<file path="src/rtl/definitions_pkg.sv">
`default_nettype none
// ============================================================================
// Module   : definitions_pkg
// Brief    : Shared types and constants for the DMA controller slice.
// Revision : 1.0 - initial release
// ============================================================================
package definitions_pkg;

  // Controller sequencing states
  typedef enum logic [1:0] {
    IDLE = 2'd0,
    XFER = 2'd1,
    DONE = 2'd2
  } dma_state_e;

  // Each beat moves one 32-bit word
  localparam int unsigned WORD_BYTES = 4;

  // A command address is usable only when it is word aligned
  function automatic logic word_aligned(input logic [1:0] lsb);
    return (lsb == 2'b00);
  endfunction

endpackage
`default_nettype wire

</file>
<file path="src/rtl/dma_ctrl_if.sv">
`default_nettype none
// ============================================================================
// Module   : dma_ctrl_if
// Brief    : Memory-side beat bus between the DMA controller and the
//            imem/dmem port plus the external-buffer ready handshake.
// Revision : 1.0 - initial release
// ============================================================================
interface dma_ctrl_if #(
  parameter int ADDR_W = 32
);
  logic              ext_rdy;
  logic              dma_dm_to_id;
  logic              dma_id_to_dm;
  logic              dma_imem_select;
  logic [ADDR_W-1:0] dma_addr;

  // DMA controller side
  modport master (
    input  ext_rdy,
    output dma_dm_to_id,
    output dma_id_to_dm,
    output dma_imem_select,
    output dma_addr
  );

  // Memory / buffer side
  modport slave (
    output ext_rdy,
    input  dma_dm_to_id,
    input  dma_id_to_dm,
    input  dma_imem_select,
    input  dma_addr
  );
endinterface
`default_nettype wire

</file>
<file path="src/rtl/dma_addr_gen.sv">
`default_nettype none
// ============================================================================
// Module   : dma_addr_gen
// Brief    : Beat address and remaining-word counter. Load takes the
//            command base/length; each step advances one word.
// Revision : 1.0 - initial release
// ============================================================================
module dma_addr_gen
  import definitions_pkg::*;
#(
  parameter int ADDR_W = 32,
  parameter int LEN_W  = 16
) (
  input  wire logic              clk,
  input  wire logic              rst_n,
  input  wire logic              load,
  input  wire logic              step,
  input  wire logic [ADDR_W-1:0] load_addr,
  input  wire logic [LEN_W-1:0]  load_len,
  output logic      [ADDR_W-1:0] addr,
  output logic      [LEN_W-1:0]  remaining,
  output logic                   last
);

  // Address and count registers; address wraps naturally at 2^ADDR_W
  always_ff @(posedge clk or negedge rst_n) begin
    if (!rst_n) begin
      addr      <= '0;
      remaining <= '0;
    end else if (load) begin
      addr      <= load_addr;
      remaining <= load_len;
    end else if (step) begin
      addr      <= addr + ADDR_W'(WORD_BYTES);
      remaining <= remaining - LEN_W'(1);
    end
  end

  // The beat being issued now is the final one of the command
  always_comb begin
    last = (remaining == LEN_W'(1));
  end

endmodule
`default_nettype wire

</file>
<file path="src/rtl/dma_ctrl.sv">
`default_nettype none
// ============================================================================
// Module   : dma_ctrl
// Brief    : Single-channel word DMA between an external buffer and
//            imem/dmem. One beat per ready cycle, abort, alignment check.
// Revision : 1.0 - initial release
// ============================================================================
module dma_ctrl
  import definitions_pkg::*;
#(
  parameter int ADDR_W = 32,
  parameter int LEN_W  = 16
) (
  input  wire logic              clk,
  input  wire logic              rst_n,
  input  wire logic              start,
  input  wire logic              dir,
  input  wire logic              imem_sel,
  input  wire logic [ADDR_W-1:0] base_addr,
  input  wire logic [LEN_W-1:0]  len,
  input  wire logic              abort,
  dma_ctrl_if.master             mem,
  output logic                   busy,
  output logic                   done,
  output logic                   err
);

  dma_state_e        state;
  dma_state_e        state_nxt;
  logic              dir_q;
  logic              sel_q;
  logic              err_q;
  logic              load;
  logic              beat;
  logic              err_set;
  logic [ADDR_W-1:0] addr;
  logic [LEN_W-1:0]  remaining;
  logic              last;

  dma_addr_gen #(
    .ADDR_W (ADDR_W),
    .LEN_W  (LEN_W)
  ) u_addr_gen (
    .clk       (clk),
    .rst_n     (rst_n),
    .load      (load),
    .step      (beat),
    .load_addr (base_addr),
    .load_len  (len),
    .addr      (addr),
    .remaining (remaining),
    .last      (last)
  );

  // State register plus the latched command attributes and err pulse
  always_ff @(posedge clk or negedge rst_n) begin
    if (!rst_n) begin
      state <= IDLE;
      dir_q <= 1'b0;
      sel_q <= 1'b0;
      err_q <= 1'b0;
    end else begin
      state <= state_nxt;
      err_q <= err_set;
      if (load) begin
        dir_q <= dir;
        sel_q <= imem_sel;
      end
    end
  end

  // Next-state and beat decode; a zero-length command spends one
  // beatless cycle in XFER before reporting DONE
  always_comb begin
    state_nxt = state;
    load      = 1'b0;
    beat      = 1'b0;
    err_set   = 1'b0;
    case (state)
      IDLE: begin
        if (start) begin
          if (word_aligned(base_addr[1:0])) begin
            load      = 1'b1;
            state_nxt = XFER;
          end else begin
            err_set = 1'b1;
          end
        end
      end
      XFER: begin
        if (abort) begin
          state_nxt = IDLE;
          err_set   = 1'b1;
        end else if (remaining == '0) begin
          state_nxt = DONE;
        end else if (mem.ext_rdy) begin
          beat = 1'b1;
          if (last) begin
            state_nxt = DONE;
          end
        end
      end
      DONE: begin
        state_nxt = IDLE;
      end
      default: begin
        state_nxt = IDLE;
      end
    endcase
  end

  // Beat strobes are qualified so the bus is quiet between beats
  always_comb begin
    mem.dma_dm_to_id    = beat & ~dir_q;
    mem.dma_id_to_dm    = beat &  dir_q;
    mem.dma_imem_select = beat &  sel_q;
    mem.dma_addr        = addr;
    busy                = (state != IDLE);
    done                = (state == DONE);
    err                 = err_q;
  end

endmodule
`default_nettype wire

</file>
<file path="src/flat_wrapper.sv">
// flat-port wrapper written by rule: the top's interface ports become plain ports
module dma_ctrl_flat import definitions_pkg::*;
#(
  parameter int ADDR_W = 32,
  parameter int LEN_W  = 16
)
  (clk, rst_n, start, dir, imem_sel, base_addr, len, abort, busy, done, err, mem_ext_rdy, mem_dma_dm_to_id, mem_dma_id_to_dm, mem_dma_imem_select, mem_dma_addr);
  dma_ctrl_if #(.ADDR_W(ADDR_W)) mem_i ();
  input  wire logic clk;
  input  wire logic rst_n;
  input  wire logic start;
  input  wire logic dir;
  input  wire logic imem_sel;
  input  wire logic [ADDR_W-1:0] base_addr;
  input  wire logic [LEN_W-1:0] len;
  input  wire logic abort;
  output logic busy;
  output logic done;
  output logic err;
  input wire logic [$bits(mem_i.ext_rdy)-1:0] mem_ext_rdy;
  output wire logic [$bits(mem_i.dma_dm_to_id)-1:0] mem_dma_dm_to_id;
  output wire logic [$bits(mem_i.dma_id_to_dm)-1:0] mem_dma_id_to_dm;
  output wire logic [$bits(mem_i.dma_imem_select)-1:0] mem_dma_imem_select;
  output wire logic [$bits(mem_i.dma_addr)-1:0] mem_dma_addr;
  assign mem_i.ext_rdy = mem_ext_rdy;
  assign mem_dma_dm_to_id = mem_i.dma_dm_to_id;
  assign mem_dma_id_to_dm = mem_i.dma_id_to_dm;
  assign mem_dma_imem_select = mem_i.dma_imem_select;
  assign mem_dma_addr = mem_i.dma_addr;
  dma_ctrl #(.ADDR_W(ADDR_W), .LEN_W(LEN_W)) u_core (.clk(clk), .rst_n(rst_n), .start(start), .dir(dir), .imem_sel(imem_sel), .base_addr(base_addr), .len(len), .abort(abort), .mem(mem_i), .busy(busy), .done(done), .err(err));
endmodule
</file>
<file path="config.mk">
export PLATFORM = sky130hd
export DESIGN_NAME = dma_ctrl_flat
export DESIGN_NICKNAME = d
export VERILOG_FILES = /design/src/rtl/definitions_pkg.sv /design/src/rtl/dma_ctrl_if.sv /design/src/rtl/dma_addr_gen.sv /design/src/rtl/dma_ctrl.sv /design/src/flat_wrapper.sv
export SDC_FILE = /design/constraint.sdc
export NUM_CORES = 1
export LEC_CHECK = 0
export BUFFER_PORTS_ARGS = -buffer_cell sky130_fd_sc_hd__buf_4
export CELL_PAD_IN_SITES_DETAIL_PLACEMENT = 1
export CELL_PAD_IN_SITES_GLOBAL_PLACEMENT = 1
export CORE_MARGIN = 4
export CORE_UTILIZATION = 38
export CTS_CLUSTER_SIZE = 12
export DETAILED_ROUTE_END_ITERATION = 8
export PLACE_DENSITY = 0.77
export SYNTH_ARGS = -nofsm -noshare
export SYNTH_HDL_FRONTEND = slang
export SYNTH_HIERARCHICAL = 1
export SYNTH_SLANG_ARGS = --single-unit
</file>
<file path="constraint.sdc">
create_clock -name clk -period 3.05 [get_ports clk]
set_clock_uncertainty 0.1 [all_clocks]
set_input_delay 0 -clock clk [delete_from_list [all_inputs] [get_ports clk]]
set_output_delay 0 -clock clk [all_outputs]
set_load 0.01 [all_outputs]
</file>
# Word level (Yosys, flattened, before mapping)
# Cells that the tools add are included.
# totals
output_inout_bits	38
regBits	53
inputBits	55
# classes
n_mux	22
eq_ne	7
bitwise_logic	4
n_reduce_logical	6
n_addsub	2
# op_table
cell	n
2-to-1 mux 32 bit	2
adder 32 x 3 -> 32 bit, second input constant	1
2-to-1 mux 16 bit	2
== test 16 x 1 -> 1 bit, second input constant	1
zero test 16 bit	1
subtractor 16 x 1 -> 16 bit, second input constant	1
2-to-1 mux 2 bit	6
2-to-1 mux 1 bit	10
zero test 2 bit	2
inequality test 4 x 2 -> 1 bit, second input constant	1
inequality test 4 x 3 -> 1 bit, second input constant	1
one-hot mux 2 bit (2 select lines)	1
AND reduction 4 bit	1
nonzero test 2 bit	2
bitwise AND 1 bit	3
== test 2 x 1 -> 1 bit, second input constant	1
== test 2 bit, second input constant	1
inequality test 2 x 1 -> 1 bit, second input constant	1
inequality test 2 bit, second input constant	1
one-hot mux 1 bit (2 select lines)	1
inverter 1 bit	1

# Logic depth before layout (Yosys ltp)
# depth
depth_word	6
ltp_mapped	11
depth_no_buf	8

# By module
# The synthesis kept the hierarchy.
# by_module_without_submodules
mod	area_each_um2	cells_per_inst	n_inst
dma_addr_gen	2635.0	287	1
dma_ctrl	292.8	32	1

# Worst setup path before layout
# OpenSTA, ideal clock, no wires.
# synth_path
kind	register -> register
startpoint	register u_core.u_addr_gen.remaining[9]
endpoint	register u_core.u_addr_gen.remaining[13]
arrival_time_ns	2.229
path_stages_with_launch	12
setup_slack_ns	0.589
setup_ns	0.132
path_cell_list	dfrtp_1 > nor4_1 > and4_1 > buf_4 > nor2_1 > buf_4 > or3b_2 > or2_1 > buf_6 > nor4_2 > xnor2_1 > o21ai_1
# synth_via
elab_chain_cells	5
# synth_lines
item	line_no	text
start: declaration	dma_addr_gen.sv:21	output logic [LEN_W-1:0] remaining,
start signal: assignment	dma_addr_gen.sv:32	remaining <= load_len;
start signal: assignment	dma_addr_gen.sv:35	remaining <= remaining - LEN_W'(1);
zero test 16 bit	dma_ctrl.sv:94	end else if (remaining == '0) begin
2-to-1 mux 1 bit	dma_ctrl.sv:94	
2-to-1 mux 1 bit	dma_ctrl.sv:91	if (abort) begin
2-to-1 mux 1 bit	dma_ctrl.sv:79	case (state)
named net u_core.beat	dma_ctrl.sv:34	logic beat;
nonzero test 2 bit (no source line)	n/a	
# The timed path passes the listed nets, and every way through them passes these cells. The select of a mux whose other input is x is not followed.
# A chain may end at the register's enable or synchronous reset.

# Worst setup path after layout
# layout_path
startpoint	register u_core.u_addr_gen.remaining[0]
endpoint	register u_core.u_addr_gen.addr[29]
# layout_via
elab_chain_cells	5
# layout_lines
item	line_no	text
zero test 16 bit	dma_ctrl.sv:94	
2-to-1 mux 1 bit	dma_ctrl.sv:94	
2-to-1 mux 1 bit	dma_ctrl.sv:91	
2-to-1 mux 1 bit	dma_ctrl.sv:79	
named net u_core.beat	dma_ctrl.sv:34	
nonzero test 2 bit (no source line)	n/a	
end signal: assignment	dma_addr_gen.sv:31	addr <= load_addr;
end signal: assignment	dma_addr_gen.sv:34	addr <= addr + ADDR_W'(WORD_BYTES);
end: declaration	dma_addr_gen.sv:20	output logic [ADDR_W-1:0] addr,
# The timed path passes the listed nets, and every way through them passes these cells.

==> out/qor.yml <==
status:
  status: "finished, final reports clean"
worst_setup_path:
  reg2reg_slack_ns: 0.30
  cp_max_fo: 10
  required_ns: 3.19
  crit_path_start_kind: "register"
  crit_path_top_delay_cell: "dfrtp_1"
  path_cells: "nor4_1 -> and4_1 -> nor2_1 -> and3_1 -> and3_1 -> nand4_1 -> or3_1 -> a31oi_1"
  slowest_delay_ns: 0.48
  arrival_ns: 2.88
  worst_path_most_repeated_cell: "and3_1"
  cp-end-kind: "register"
  critPathKind: "register to register"
power_and_ir_drop:
  switching_share: 0.3580
  combPwrFrac: 0.335
  power_mw: 2.266
  p_clk_frac: 0.174
  pwr-share-seq: 0.492
  ir_drop_mv: 0.2449
  p_int_mw: 1.455
  p_sw_mw: 0.8111
  p_leak_nw: 1.835
  power_density_nw_per_um2: 526.0
die:
  die_h_um: 95.78
  rows: 31
  start_util: 0.3973
  io_pins: 93
  core_sq_um: 7370
  dieArea_sq_um: 9173
  die_w_um: 95.78
cts:
  cts_inserted_buffers: 5
  insertion_delay_ns: 0.31
  cts_tree: "done"
  clock_sinks: 53
  cts.clk_slew.worst_paths_ns: 0.09
  clockRootBuffer: "clkbuf_8"
  h-tree-depth: 2
  cts.path.max_buffers: 2
routing:
  routedWlPerCell_um: 16.96
  ant_nets: 0
  wl_um: 9462
  vias_per_cell: 5.104
  num_vias: 2848
  dr.pass1.iters: 4
  drc: 0
  drtIter0Drc: 153
synth:
  synth.largest_area_cell: "dfrtp_1"
  netlist_area_sq_um: 2928
  synth-seq-area-share: 0.4530
  yosys_warnings: 6
  synth.avg_cell_area_sq_um: 9.178
  synth_seq_cells: 53
  postSynthCellCount: 319
  synth-edff-count: 0
  ys_types: 38
  synth-async-reset-ratio: 1.000
  synth.top_cell.area_share: 0.4530
  ys_top_cells_by_area: "dfrtp_1, nand2_1, xnor2_1, xor2_1, o21ai_0"
  ys.flop_type: "dfrtp_1"
  synth_nets: 377
layout:
  area.growth.synth_to_final_pct: 47.14
  final_cell_mix: "buf_4, nand2_1, dlygate4sd3_1"
  layout_commonest_cell: "buf_4"
  fin_nets: 516
  drive_gt1_frac: 0.2593
  diodes: 0
sta:
  hold_viol: 0
  finalSetupTns_ns: 0
  rsz0062_at_grt: "false"
  finalSetupViolations: 0
  max_freq_mhz: 364.0
  slew_violations: 0
  fin_crit_sh: 0.9009
  max-slew-margin-rel: 0.5036
  min_period_ns: 2.748
  worst_pin_slew_ns: 0.7434
job:
  maxCapViolations: 0
placed_design:
  dp_hpwl_um: 6105
  io_buffers: 92
  gp_congestion: 0.7561
grt:
  antenna_found_initial: 0
  track_usage: 0.2127
  grt_pass1_vias: 3007
  gr-total-overflow: 0
  grt_max_degree: 54
  grt_pass1_wl_um: 14990
hold_path:
  hp-class: "primary input to async pin"
[worst paths after layout]
| kind | from | cells after the start | end |
|---|---|---|---|
| max in group asynchronous | rst_n | 2 | u_core/u_addr_gen/addr[24] |
| max reg2reg | u_core/u_addr_gen/remaining[0] | 8 | u_core/u_addr_gen/addr[29] |
| min reg2reg | u_core/state[1] | 1 | u_core/err |
| max | u_core/u_addr_gen/remaining[0] | 8 | u_core/u_addr_gen/addr[29] |
| min in group clk | base_addr[8] | 4 | u_core/u_addr_gen/addr[8] |
| min | rst_n | 2 | u_core/u_addr_gen/remaining[10] |
[state kept, by name, summed over array words and instances, names as in the netlist]
name                         flops
u_core/u_addr_gen/addr          32
u_core/sel_q                     1
u_core/state                     2
u_core/u_addr_gen/remaining     16
u_core/dir_q                     1
u_core/err                       1
[final cells by class]
| class | instances | area, sq um |
|---|---|---|
| Inverter | 6 | 22.52 |
| Tap cell | 99 | 123.9 |
| Clock buffer | 6 | 72.57 |
| Fill cell | 850 | 3062 |
| Clock inverter | 2 | 10.01 |
| Timing Repair Buffer | 151 | 1271 |
| Sequential cell | 53 | 1326 |
| Multi-Input combinational cell | 241 | 1481 |
[what timing repair did]
item	in CTS	in global routing
hold endpoints to repair	106	0
setup buffers	0	0
hold buffers	55	0
resized for setup	0	0
[worst max-delay path, delay by kind of cell (launching register included)]
family | cells | cell delay (ns)
AO/OA/AOI/OAI | 1 | 0.17
AND/OR/NAND/NOR | 7 | 1.93
flip-flops | 1 | 0.48
[through the flow]
step,setup slack [ns],cell area (sq um),std cells,utilization,hold WS [ns]
2_1_floorplan,0.5893,2928,319,-,-0.3956
3_3_place_gp,0.4468,3675,495,0.4986,-0.01259
3_5_place_dp,0.3406,3675,495,0.4986,-0.003036
4_1_cts,0.3041,4308,558,0.5846,0.1908
5_1_grt,0.07824,4308,558,0.5846,0.2231
6_report,0.3024,4308,558,0.5846,0.1580
[logic make-up after synthesis]
group	after synthesis	share of synthesized area
compound gates	52	0.09445
xor+xnor	41	0.1226
fa+ha+maj	3	0.01282
buf+inv	25	0.04102
flops	53	0.4530
mux	7	0.02649
simple gates	138	0.2496
[Yosys cell counts, types with 3 or more instances]
library cell,count
buf_2,3
and4_1,6
inv_1,6
o21ai_0,32
clkbuf_1,12
o21ai_1,12
nor3_1,5
nand3_1,10
mux2_2,6
nand2_1,59
xnor2_1,22
or3_1,4
xor2_1,19
ha_1,3
nor4_1,11
dfrtp_1,53
nor2_1,10
and3_1,8
nand4_1,10
[power by group through the flow]
stage | logic [mW] | registers, mW | clock network [mW]
global placement | 0.666 | 1.11 | 0
global route | 0.826 | 1.15 | 0.440
detailed placement | 0.688 | 1.13 | 0
finish | 0.759 | 1.11 | 0.393
CTS | 0.749 | 1.11 | 0.408
floorplan | 0.335 | 1.11 | 0
[layer usage]
metal  share of wire  vias up  global-route usage
met4           0.011        0             0.05687
met1            0.42     1387              0.2582
met5               0        -                   0
li1                -     1385                   -
met2            0.53       69              0.3903
met3           0.039        7             0.03206
Power figures use the tool's default switching activity.
